**config.mk**
```make
export PLATFORM = sky130hd
export DESIGN_NAME = uart_tx_sequencer
export DESIGN_NICKNAME = d
export VERILOG_FILES = /design/src/rtl/uart_tx_sequencer.sv
export SDC_FILE = /design/constraint.sdc
export NUM_CORES = 1
export LEC_CHECK = 0
export ABC_AREA = 1
export CORE_ASPECT_RATIO = 1.2
export CORE_MARGIN = 2
export CORE_UTILIZATION = 25
export DETAILED_ROUTE_END_ITERATION = 7
export SYNTH_ARGS = -nofsm -noshare
export SYNTH_HDL_FRONTEND = slang
export SYNTH_SLANG_ARGS = --single-unit
```
**constraint.sdc**
```tcl
create_clock -name clk -period 4.7 [get_ports clk]
set_input_delay 0.94 -clock clk [delete_from_list [all_inputs] [get_ports clk]]
set_output_delay 0.94 -clock clk [all_outputs]
set_load 0.02 [all_outputs]
```
**src/rtl/uart_tx_sequencer.sv**
```systemverilog
// Transmit character sequencer: queues host characters and hands them one at a time
// to the UART TX engine over start_tx/ack/done, with idle gap and frame watchdog.
module uart_tx_sequencer #(
  parameter int DEPTH       = 8,
  parameter int DATA_W      = 8,
  parameter int TIMEOUT_CYC = 65535
) (
  input  logic                   clk,
  input  logic                   reset_n,
  input  logic                   push_valid_i,
  input  logic [DATA_W-1:0]      push_data_i,
  output logic                   push_ready_o,
  input  logic                   flush_i,
  input  logic                   enable_i,
  input  logic [7:0]             gap_cycles_i,
  input  logic                   overflow_clr_i,
  input  logic                   timeout_clr_i,
  output logic                   start_tx_o,
  output logic [DATA_W-1:0]      tx_data_o,
  input  logic                   tx_start_ack_i,
  input  logic                   tx_done_i,
  output logic [$clog2(DEPTH):0] fifo_count_o,
  output logic                   fifo_empty_o,
  output logic                   fifo_full_o,
  output logic                   busy_o,
  output logic                   frame_sent_o,
  output logic                   overflow_o,
  output logic                   timeout_o
);

  localparam int PTR_W = $clog2(DEPTH);
  localparam int CNT_W = PTR_W + 1;
  localparam int WD_W  = (TIMEOUT_CYC > 0) ? $clog2(TIMEOUT_CYC + 1) : 1;
  localparam logic [CNT_W-1:0] DEPTH_C = CNT_W'(DEPTH);
  localparam logic [WD_W-1:0]  WD_LOAD = WD_W'(TIMEOUT_CYC);
  localparam logic             WD_EN   = (TIMEOUT_CYC > 0) ? 1'b1 : 1'b0;

  typedef enum logic [1:0] {
    IDLE      = 2'd0,
    REQ       = 2'd1,
    WAIT_DONE = 2'd2,
    GAP       = 2'd3
  } state_t;

  state_t            state_r;
  state_t            next_state_s;
  logic [DATA_W-1:0] mem_r [DEPTH];
  logic [PTR_W-1:0]  wr_ptr_r;
  logic [PTR_W-1:0]  rd_ptr_r;
  logic [CNT_W-1:0]  count_r;
  logic [CNT_W-1:0]  count_s;
  logic [WD_W-1:0]   wd_r;
  logic [WD_W-1:0]   wd_s;
  logic [7:0]        gap_r;
  logic [7:0]        gap_s;
  logic              empty_r, empty_s, full_r, full_s, ready_r;
  logic              start_tx_r, start_tx_s;
  logic [DATA_W-1:0] tx_data_r, tx_data_s;
  logic              busy_r, busy_s, frame_sent_r, frame_sent_s;
  logic              overflow_r, overflow_s, timeout_r, timeout_s;
  logic              push_acc_s, pop_s, ack_s, done_s, expire_s, in_frame_s;

  assign in_frame_s = (state_r == REQ) || (state_r == WAIT_DONE);
  assign push_acc_s = push_valid_i && !full_r && !flush_i;
  assign pop_s      = (state_r == IDLE) && enable_i && !empty_r && !flush_i;
  // An acknowledge only counts once the request is actually visible on start_tx_o.
  assign ack_s      = tx_start_ack_i && start_tx_r;
  assign done_s     = tx_done_i && ((state_r == WAIT_DONE) || ((state_r == REQ) && ack_s));
  assign expire_s   = WD_EN && in_frame_s && (wd_r == {WD_W{1'b0}}) && !done_s;

  // FSM state register
  always_ff @(posedge clk or negedge reset_n) begin
    if (!reset_n) begin
      state_r <= IDLE;
    end else begin
      state_r <= next_state_s;
    end
  end

  // FSM next-state logic; completion beats watchdog expiry in the same cycle
  always_comb begin
    next_state_s = state_r;
    case (state_r)
      IDLE: begin
        if (pop_s) next_state_s = REQ;
        else       next_state_s = IDLE;
      end
      REQ, WAIT_DONE: begin
        if (done_s)                next_state_s = (gap_cycles_i == 8'd0) ? IDLE : GAP;
        else if (expire_s)         next_state_s = IDLE;
        else if (state_r == REQ && ack_s) next_state_s = WAIT_DONE;
        else                       next_state_s = state_r;
      end
      GAP: begin
        if (gap_r <= 8'd1) next_state_s = IDLE;
        else               next_state_s = GAP;
      end
      default: next_state_s = IDLE;
    endcase
  end

  // FSM output logic: next values of the registered handshake/status outputs
  always_comb begin
    start_tx_s   = (state_r == REQ) && (next_state_s == REQ);
    busy_s       = (next_state_s != IDLE);
    frame_sent_s = done_s;
    if (pop_s) tx_data_s = mem_r[rd_ptr_r];
    else       tx_data_s = tx_data_r;
    if (timeout_clr_i) timeout_s = 1'b0;
    else if (expire_s) timeout_s = 1'b1;
    else               timeout_s = timeout_r;
    if (overflow_clr_i)                            overflow_s = 1'b0;
    else if (push_valid_i && full_r && !flush_i)   overflow_s = 1'b1;
    else                                           overflow_s = overflow_r;
  end

  // FIFO occupancy, watchdog and gap counter next values
  always_comb begin
    if (flush_i) begin
      count_s = {CNT_W{1'b0}};
    end else begin
      case ({push_acc_s, pop_s})
        2'b10:   count_s = count_r + CNT_W'(1);
        2'b01:   count_s = count_r - CNT_W'(1);
        default: count_s = count_r;
      endcase
    end
    empty_s = (count_s == {CNT_W{1'b0}});
    full_s  = (count_s == DEPTH_C);
    if (pop_s)                                    wd_s = WD_LOAD;
    else if (in_frame_s && wd_r != {WD_W{1'b0}}) wd_s = wd_r - WD_W'(1);
    else                                          wd_s = wd_r;
    if (done_s)              gap_s = gap_cycles_i;
    else if (state_r == GAP) gap_s = gap_r - 8'd1;
    else                     gap_s = gap_r;
  end

  // Datapath and output registers
  always_ff @(posedge clk or negedge reset_n) begin
    if (!reset_n) begin
      wr_ptr_r     <= {PTR_W{1'b0}};
      rd_ptr_r     <= {PTR_W{1'b0}};
      count_r      <= {CNT_W{1'b0}};
      empty_r      <= 1'b1;
      full_r       <= 1'b0;
      ready_r      <= 1'b1;
      wd_r         <= {WD_W{1'b0}};
      gap_r        <= 8'd0;
      start_tx_r   <= 1'b0;
      tx_data_r    <= {DATA_W{1'b0}};
      busy_r       <= 1'b0;
      frame_sent_r <= 1'b0;
      overflow_r   <= 1'b0;
      timeout_r    <= 1'b0;
    end else begin
      if (flush_i) begin
        wr_ptr_r <= {PTR_W{1'b0}};
        rd_ptr_r <= {PTR_W{1'b0}};
      end else begin
        if (push_acc_s) wr_ptr_r <= wr_ptr_r + PTR_W'(1);
        if (pop_s)      rd_ptr_r <= rd_ptr_r + PTR_W'(1);
      end
      count_r      <= count_s;
      empty_r      <= empty_s;
      full_r       <= full_s;
      ready_r      <= !full_s;
      wd_r         <= wd_s;
      gap_r        <= gap_s;
      start_tx_r   <= start_tx_s;
      tx_data_r    <= tx_data_s;
      busy_r       <= busy_s;
      frame_sent_r <= frame_sent_s;
      overflow_r   <= overflow_s;
      timeout_r    <= timeout_s;
    end
  end

  // Character storage
  always_ff @(posedge clk) begin
    if (push_acc_s) mem_r[wr_ptr_r] <= push_data_i;
  end

  assign push_ready_o = ready_r;
  assign start_tx_o   = start_tx_r;
  assign tx_data_o    = tx_data_r;
  assign fifo_count_o = count_r;
  assign fifo_empty_o = empty_r;
  assign fifo_full_o  = full_r;
  assign busy_o       = busy_r;
  assign frame_sent_o = frame_sent_r;
  assign overflow_o   = overflow_r;
  assign timeout_o    = timeout_r;

endmodule

```
### Word-level counts from Yosys, hierarchy flattened

Memory sizes are Yosys's and may differ from the RTL's. A register that Yosys moved wholly into a read port is not among the register bits.
Cells that the tools add are included.
W data, S select, Z words.

| operators by class | value |
|---|---|
| $lt $le $gt $ge | 1 |
| reductions and logical operators | 35 |
| equality and inequality tests | 7 |
| $add $sub $neg | 6 |
| muxes and demuxes | 23 |

Operator list:

| operator | count |
|---|---|
| $mux W16 | 2 |
| $logic_not A16 Y1 | 1 |
| $mux W8 | 2 |
| $reduce_bool A16 Y1 | 1 |
| $sub A16 B1 Y16 const B | 1 |
| $logic_and A1 B1 Y1 | 14 |
| $reduce_bool A2 Y1 | 7 |
| $mux W3 | 4 |
| $mux W2 | 5 |
| $le A8 B1 Y1 const B | 1 |
| $logic_not A8 Y1 | 1 |
| $pmux W4 S2 | 1 |
| $sub A8 B1 Y8 const B | 1 |
| $mux W1 | 7 |
| $add A3 B1 Y3 const B | 2 |
| $eq A2 B1 Y1 const B | 3 |
| $eq A2 B2 Y1 const B | 3 |
| $logic_not A1 Y1 | 6 |
| $pmux W2 S3 | 1 |
| $add A4 B1 Y4 const B | 1 |
| $eq A4 B4 Y1 const B | 1 |
| $logic_not A4 Y1 | 1 |
| $mux W4 | 1 |
| $sub A4 B1 Y4 const B | 1 |
| other kinds (3) | 4 |

| storage, ports and cells | value |
|---|---|
| memories | 1 |
| memory bits (writable) | 64 |
| output and inout bits | 20 |
| bits of input ports | 25 |
| bits in registers | 44 |
| logic and storage cells | 87 |

Memory list:

| memory | depth | width | rd ports | clocked after Yosys merged registers in | write ports | RTL line | text |
|---|---|---|---|---|---|---|---|
| mem_r | 8 | 8 | 1 | 1 | 1 | 47 | `logic [DATA_W-1:0] mem_r [DEPTH];` |

### Logic depth before layout (Yosys ltp)

| depth | value |
|---|---|
| word-level depth | 11 |
| mapped depth | 20 |
| depth with buffers taken out | 19 |

### Least setup slack after synthesis

No wires, ideal clock.

| path | value |
|---|---|
| path type | input to register |
| start point | input port enable_i |
| end point | register ready_r, in the netlist push_ready_o |
| arrival | 2,716 ps |
| data required time | 4,626 ps |
| setup time | 74 ps |
| setup slack | 1,911 ps |
| stages | 16 |
| path buffers | 1 |
| path through | nand2_1 -> nor2_1 -> inv_1 -> nor2_2 -> buf_2 -> ha_1 -> nor2_1 -> nor2_1 -> ha_1 -> a21oi_1 -> a21oi_1 -> o21ai_0 -> nand2_1 -> nand3_1 -> nor2_2 -> inv_2 |

| on the way | value |
|---|---|
| word-level cells in the longest chain between the ends | 8 |
| elaborated cells between the ends (all ways) | 9 |
| those cells by class | eq/ne (3); mux (2); reduce/logical (4) |

RTL lines:

| item | RTL line | text |
|---|---|---|
| from (decl) | 14 | `input logic enable_i,` |
| $logic_and A1 B1 Y1 (*) (3 in a row) | 65 | `assign pop_s = (state_r == IDLE) && enable_i && !empty_r && !flush_i;` |
| via pop_s | 61 | `logic push_acc_s, pop_s, ack_s, done_s, expire_s, in_frame_s;` |
| $eq A2 B1 Y1 / $eq A2 B2 Y1 (equally long branches) | 122 | `case ({push_acc_s, pop_s})` |
| $pmux W4 S2 (*) | 122 |  |
| $mux W4 (*) | 119 | `if (flush_i) begin` |
| $eq A4 B4 Y1 (*) | 129 | `full_s = (count_s == DEPTH_C);` |
| via full_s | 56 | `logic empty_r, empty_s, full_r, full_s, ready_r;` |
| $logic_not A1 Y1 (*) | 166 | `ready_r <= !full_s;` |
| to (signal assigned) | 166 |  |
| to (decl) | 56 |  |

Mark *: on every way through the listed nets, which the timed path passes. The rest lies on a longest branch.
A chain may end at the register's enable or synchronous reset.

### Worst setup path after layout

| path | value |
|---|---|
| start point | input port flush_i |
| end point | register ready_r, in the netlist push_ready_o |

| on the way | value |
|---|---|
| word-level cells in the longest chain between the ends | 7 |
| elaborated cells between the ends (all ways) | 9 |
| those cells by class | eq/ne (3); mux (2); reduce/logical (4) |

RTL lines:

| item | RTL line | text |
|---|---|---|
| from (decl) | 13 | `input logic flush_i,` |
| $logic_not A1 Y1 | 64, 65 |  |
| $logic_and A1 B1 Y1 (on tied branches) | 65, 64 |  |
| $eq A2 B1 Y1 / $eq A2 B2 Y1 (equally long branches) | 122 |  |
| $pmux W4 S2 | 122 |  |
| $mux W4 (*) | 119 |  |
| $eq A4 B4 Y1 (*) | 129 |  |
| via full_s | 56 |  |
| $logic_not A1 Y1 (*) | 166 |  |

Marked as above.

==> flow_metrics.tcl <==
set metrics [dict create \
    status "completed" \
    critical_path_class "in -> reg" \
    total_leakage_power_uw 0.00259 \
    root_buffer "clkbuf_16" \
    port_buffers 44 \
    syn-num-nets 568 \
    ioPinCount 45 \
    synth_cell_type_count 35 \
    drv_slew 0 \
    grt_pass1_wl_um 18900 \
    slew_headroom 0.327 \
    yosys.area.top_type_share 0.359 \
    ys_seq_area_frac 0.603 \
    drt_first_iter_violations 185 \
    num_vias 3792 \
    die_x_um 138 \
    path_cells "clkdlybuf4s50_1 -> nor2_1 -> inv_1 -> ha_1 -> nand2_1 -> inv_1 -> nor2_1 -> ha_1 -> a21oi_1 -> a21oi_1 -> o21ai_0 -> nand2_1 -> nand3_1 -> nor2_2 -> inv_2" \
    cpPeakStageDelay_ps 580 \
    grt_pass1_vias 3835 \
    place_congestion 0.892 \
    insertion_delay_ps 410 \
    antennaDiodeCount 0 \
    ys_top_cells_by_count "85 x nand2_1, 82 x nor2_1, 64 x edfxtp_1" \
    dieArea_mm2 0.0226 \
    hold_viol_final 0 \
    fin_setup_tns_ps 0 \
    cp.required_ps 5050 \
    rsz0062_at_grt "false" \
    core_mm2 0.0210 \
    p_per_area_mw_per_mm2 449 \
    gr-total-overflow 0 \
    drive_gt1_frac 0.0995 \
    yosys_warnings 0 \
    setup_viol 0 \
    synth-edff-count 64 \
    cts_resized 0 \
    initial_core_util 0.255 \
    yosys_register_bits 116 \
    cts_buffers 17 \
    critical_path.max_fanout 8 \
    synth.avg_cell_area_um2 10.1 \
    post_cts_buffers 0 \
    critPathArrivalTime_ps 3250 \
    wire_per_inst_um 13.3 \
    crit_cells 15 \
    cpLargestDelayFamily "simple AND/OR/NAND/NOR gates" \
    end_kind "flip-flop" \
    routed_via_density 4.39 \
    multi_input_area_mm2 0.00184 \
    maxCapViolations 0 \
    grt.total_usage 0.110 \
    path_clk_slew_ps 50 \
    cts_sinks 116 \
    min_path_type "reg -> reg" \
    fin_skew_ps 7.19 \
    rows 58 \
    synth.most_common_cell "nand2_1" \
    p_total_uw 2970 \
    finalCritPeriodShare 0.618 \
    worst_slew_pin_slew_ps 1010 \
    fmax_mhz 345 \
    min_period_ps 2900 \
    seqCellArea_mm2 0.00323 \
    place_hpwl_um 7890 \
    antenna_found_initial 0 \
    syn2layout_area_growth_pct 23.4 \
    vdd_drop_max_v 0.000254 \
    cp_num_buf_inv 4 \
    reg2reg_slack_ps 2210 \
    clockBufferDepth 2 \
    drc_errors 0 \
    critPathSlowestCell "clkdlybuf4s50_1" \
    netlist_area_mm2 0.00535 \
    min_delay_path_depth 2 \
    grt_max_degree 53 \
    async_flop_share 0.448 \
    synth_area_leaders "edfxtp_1 36%, dfrtp_1 23%, nand2_1 6.0%" \
    synthFlopType "edfxtp_1" \
    die_h_um 164 \
    wl_um 11500 \
    detail-route-antenna-nets 0 \
    nFillCells 2108 \
    synthCells 530 \
    timing.reg2reg.worst_path_depth 14 \
    htree_levels 4 \
    cts_tree "built" \
    yosysTopAreaCell "edfxtp_1" \
    firstDrtPassIters 5 \
    nNetsFinal 618 \
    crit_path_start_kind "input port" \
    cts_hold_buffers 0 \
]
## state kept, by name (all words and copies together), names as in the netlist
| signal | cells |
|---|---|
| overflow_o | 1 |
| rd_ptr_r | 3 |
| fifo_full_o | 1 |
| fifo_empty_o | 1 |
| fifo_count_o | 4 |
| tx_data_o | 8 |
| wr_ptr_r | 3 |
| frame_sent_o | 1 |
| mem_r | 64 |
| start_tx_o | 1 |
| timeout_o | 1 |
| state_r | 2 |
| push_ready_o | 1 |
| wd_r | 16 |
| busy_o | 1 |
| gap_r | 8 |
## logic make-up (layout without fill, tap and decap cells)
kind of cell,count (synthesis),count (layout),share of synthesized area
compound gates,100,100,0.115
xor+xnor,15,15,0.0245
fa+ha+maj,13,13,0.0304
buf+inv,72,135,0.0540
flops,116,116,0.603
mux,8,8,0.0150
simple gates,206,206,0.158
## layer usage
layer	part of all wire	up-vias	track usage
met5	0	-	0
met2	0.51	67	0.188
li1	-	1901	-
met1	0.43	1809	0.128
met3	0.039	15	0.0287
met4	0.019	0	0.0473
## report_power, final
part	total, uW	switching [uW]	internal (uW)
Combinational	559	333	226
Sequential	1250	72.3	1180
Clock	1150	481	672
Total	2970	886	2080
## layout make-up
type	count	area share
timing repair buffer	47	0.0693
sequential	116	0.488
clock inverter	15	0.0165
clock buffer	17	0.0644
inverter	56	0.0318
multi-input combinational	342	0.278
tap	270	0.0512
## cells in the final DEF, fill, tap and decap left out, types with 2 or more instances in the layout
cell | Yosys | final
a21oi_1 | 9 | 9
xor2_1 | 14 | 14
clkbuf_16 | 0 | 17
ha_1 | 13 | 13
nor2_1 | 82 | 82
o22ai_1 | 8 | 8
buf_4 | 0 | 3
clkinvlp_4 | 0 | 6
o221ai_1 | 3 | 3
o21ai_0 | 44 | 44
nand3_1 | 22 | 22
clkinv_4 | 0 | 3
nand2_2 | 3 | 3
nand2_1 | 85 | 85
dfstp_2 | 2 | 2
o211ai_1 | 20 | 20
clkdlybuf4s50_1 | 0 | 43
nor2_2 | 3 | 3
nor3_1 | 4 | 4
dfrtp_1 | 50 | 50
mux2i_1 | 8 | 8
inv_1 | 46 | 46
o21ai_2 | 5 | 5
nand4_1 | 4 | 4
inv_6 | 0 | 3
edfxtp_1 | 64 | 64
o21ai_1 | 5 | 5
inv_2 | 10 | 10
clkinv_1 | 0 | 3
## worst paths after layout
kind,from,to
worst min-delay path,tx_data_o[1],tx_data_o[1]
min in group asynchronous,reset_n,gap_r[6]
worst max register to register,state_r[1],fifo_full_o
worst max-delay path,flush_i,push_ready_o
worst min register to register,tx_data_o[1],tx_data_o[1]
max in group asynchronous,reset_n,fifo_count_o[3]
## through the flow
| step | setup slack (ps) | cell area (um^2) | hold slack [ps] | util | cells |
|---|---|---|---|---|---|
| 3_3_place_gp | 1460 | 6070 | 467 | 0.289 | 831 |
| 4_1_cts | 1810 | 6600 | 488 | 0.315 | 863 |
| 5_1_grt | 1550 | 6600 | 509 | 0.315 | 863 |
| 3_5_place_dp | 1390 | 6070 | 473 | 0.289 | 831 |
| 2_1_floorplan | 1910 | 5350 | 476 | - | 530 |
| 6_report | 1800 | 6600 | 481 | 0.315 | 863 |
## worst register-to-register path: stages, from the launching register on
cell	delay, ps
dfrtp_1	400
inv_1	110
ha_1	180
nand2_1	60
nor2_1	160
inv_1	70
nor2_2	100
buf_4	310
ha_1	320
inv_1	130
nor2_1	60
nor3_1	210
inv_1	60
nand3_1	120
nor2_2	70
No activity file was read; power rests on OpenSTA's default activity.
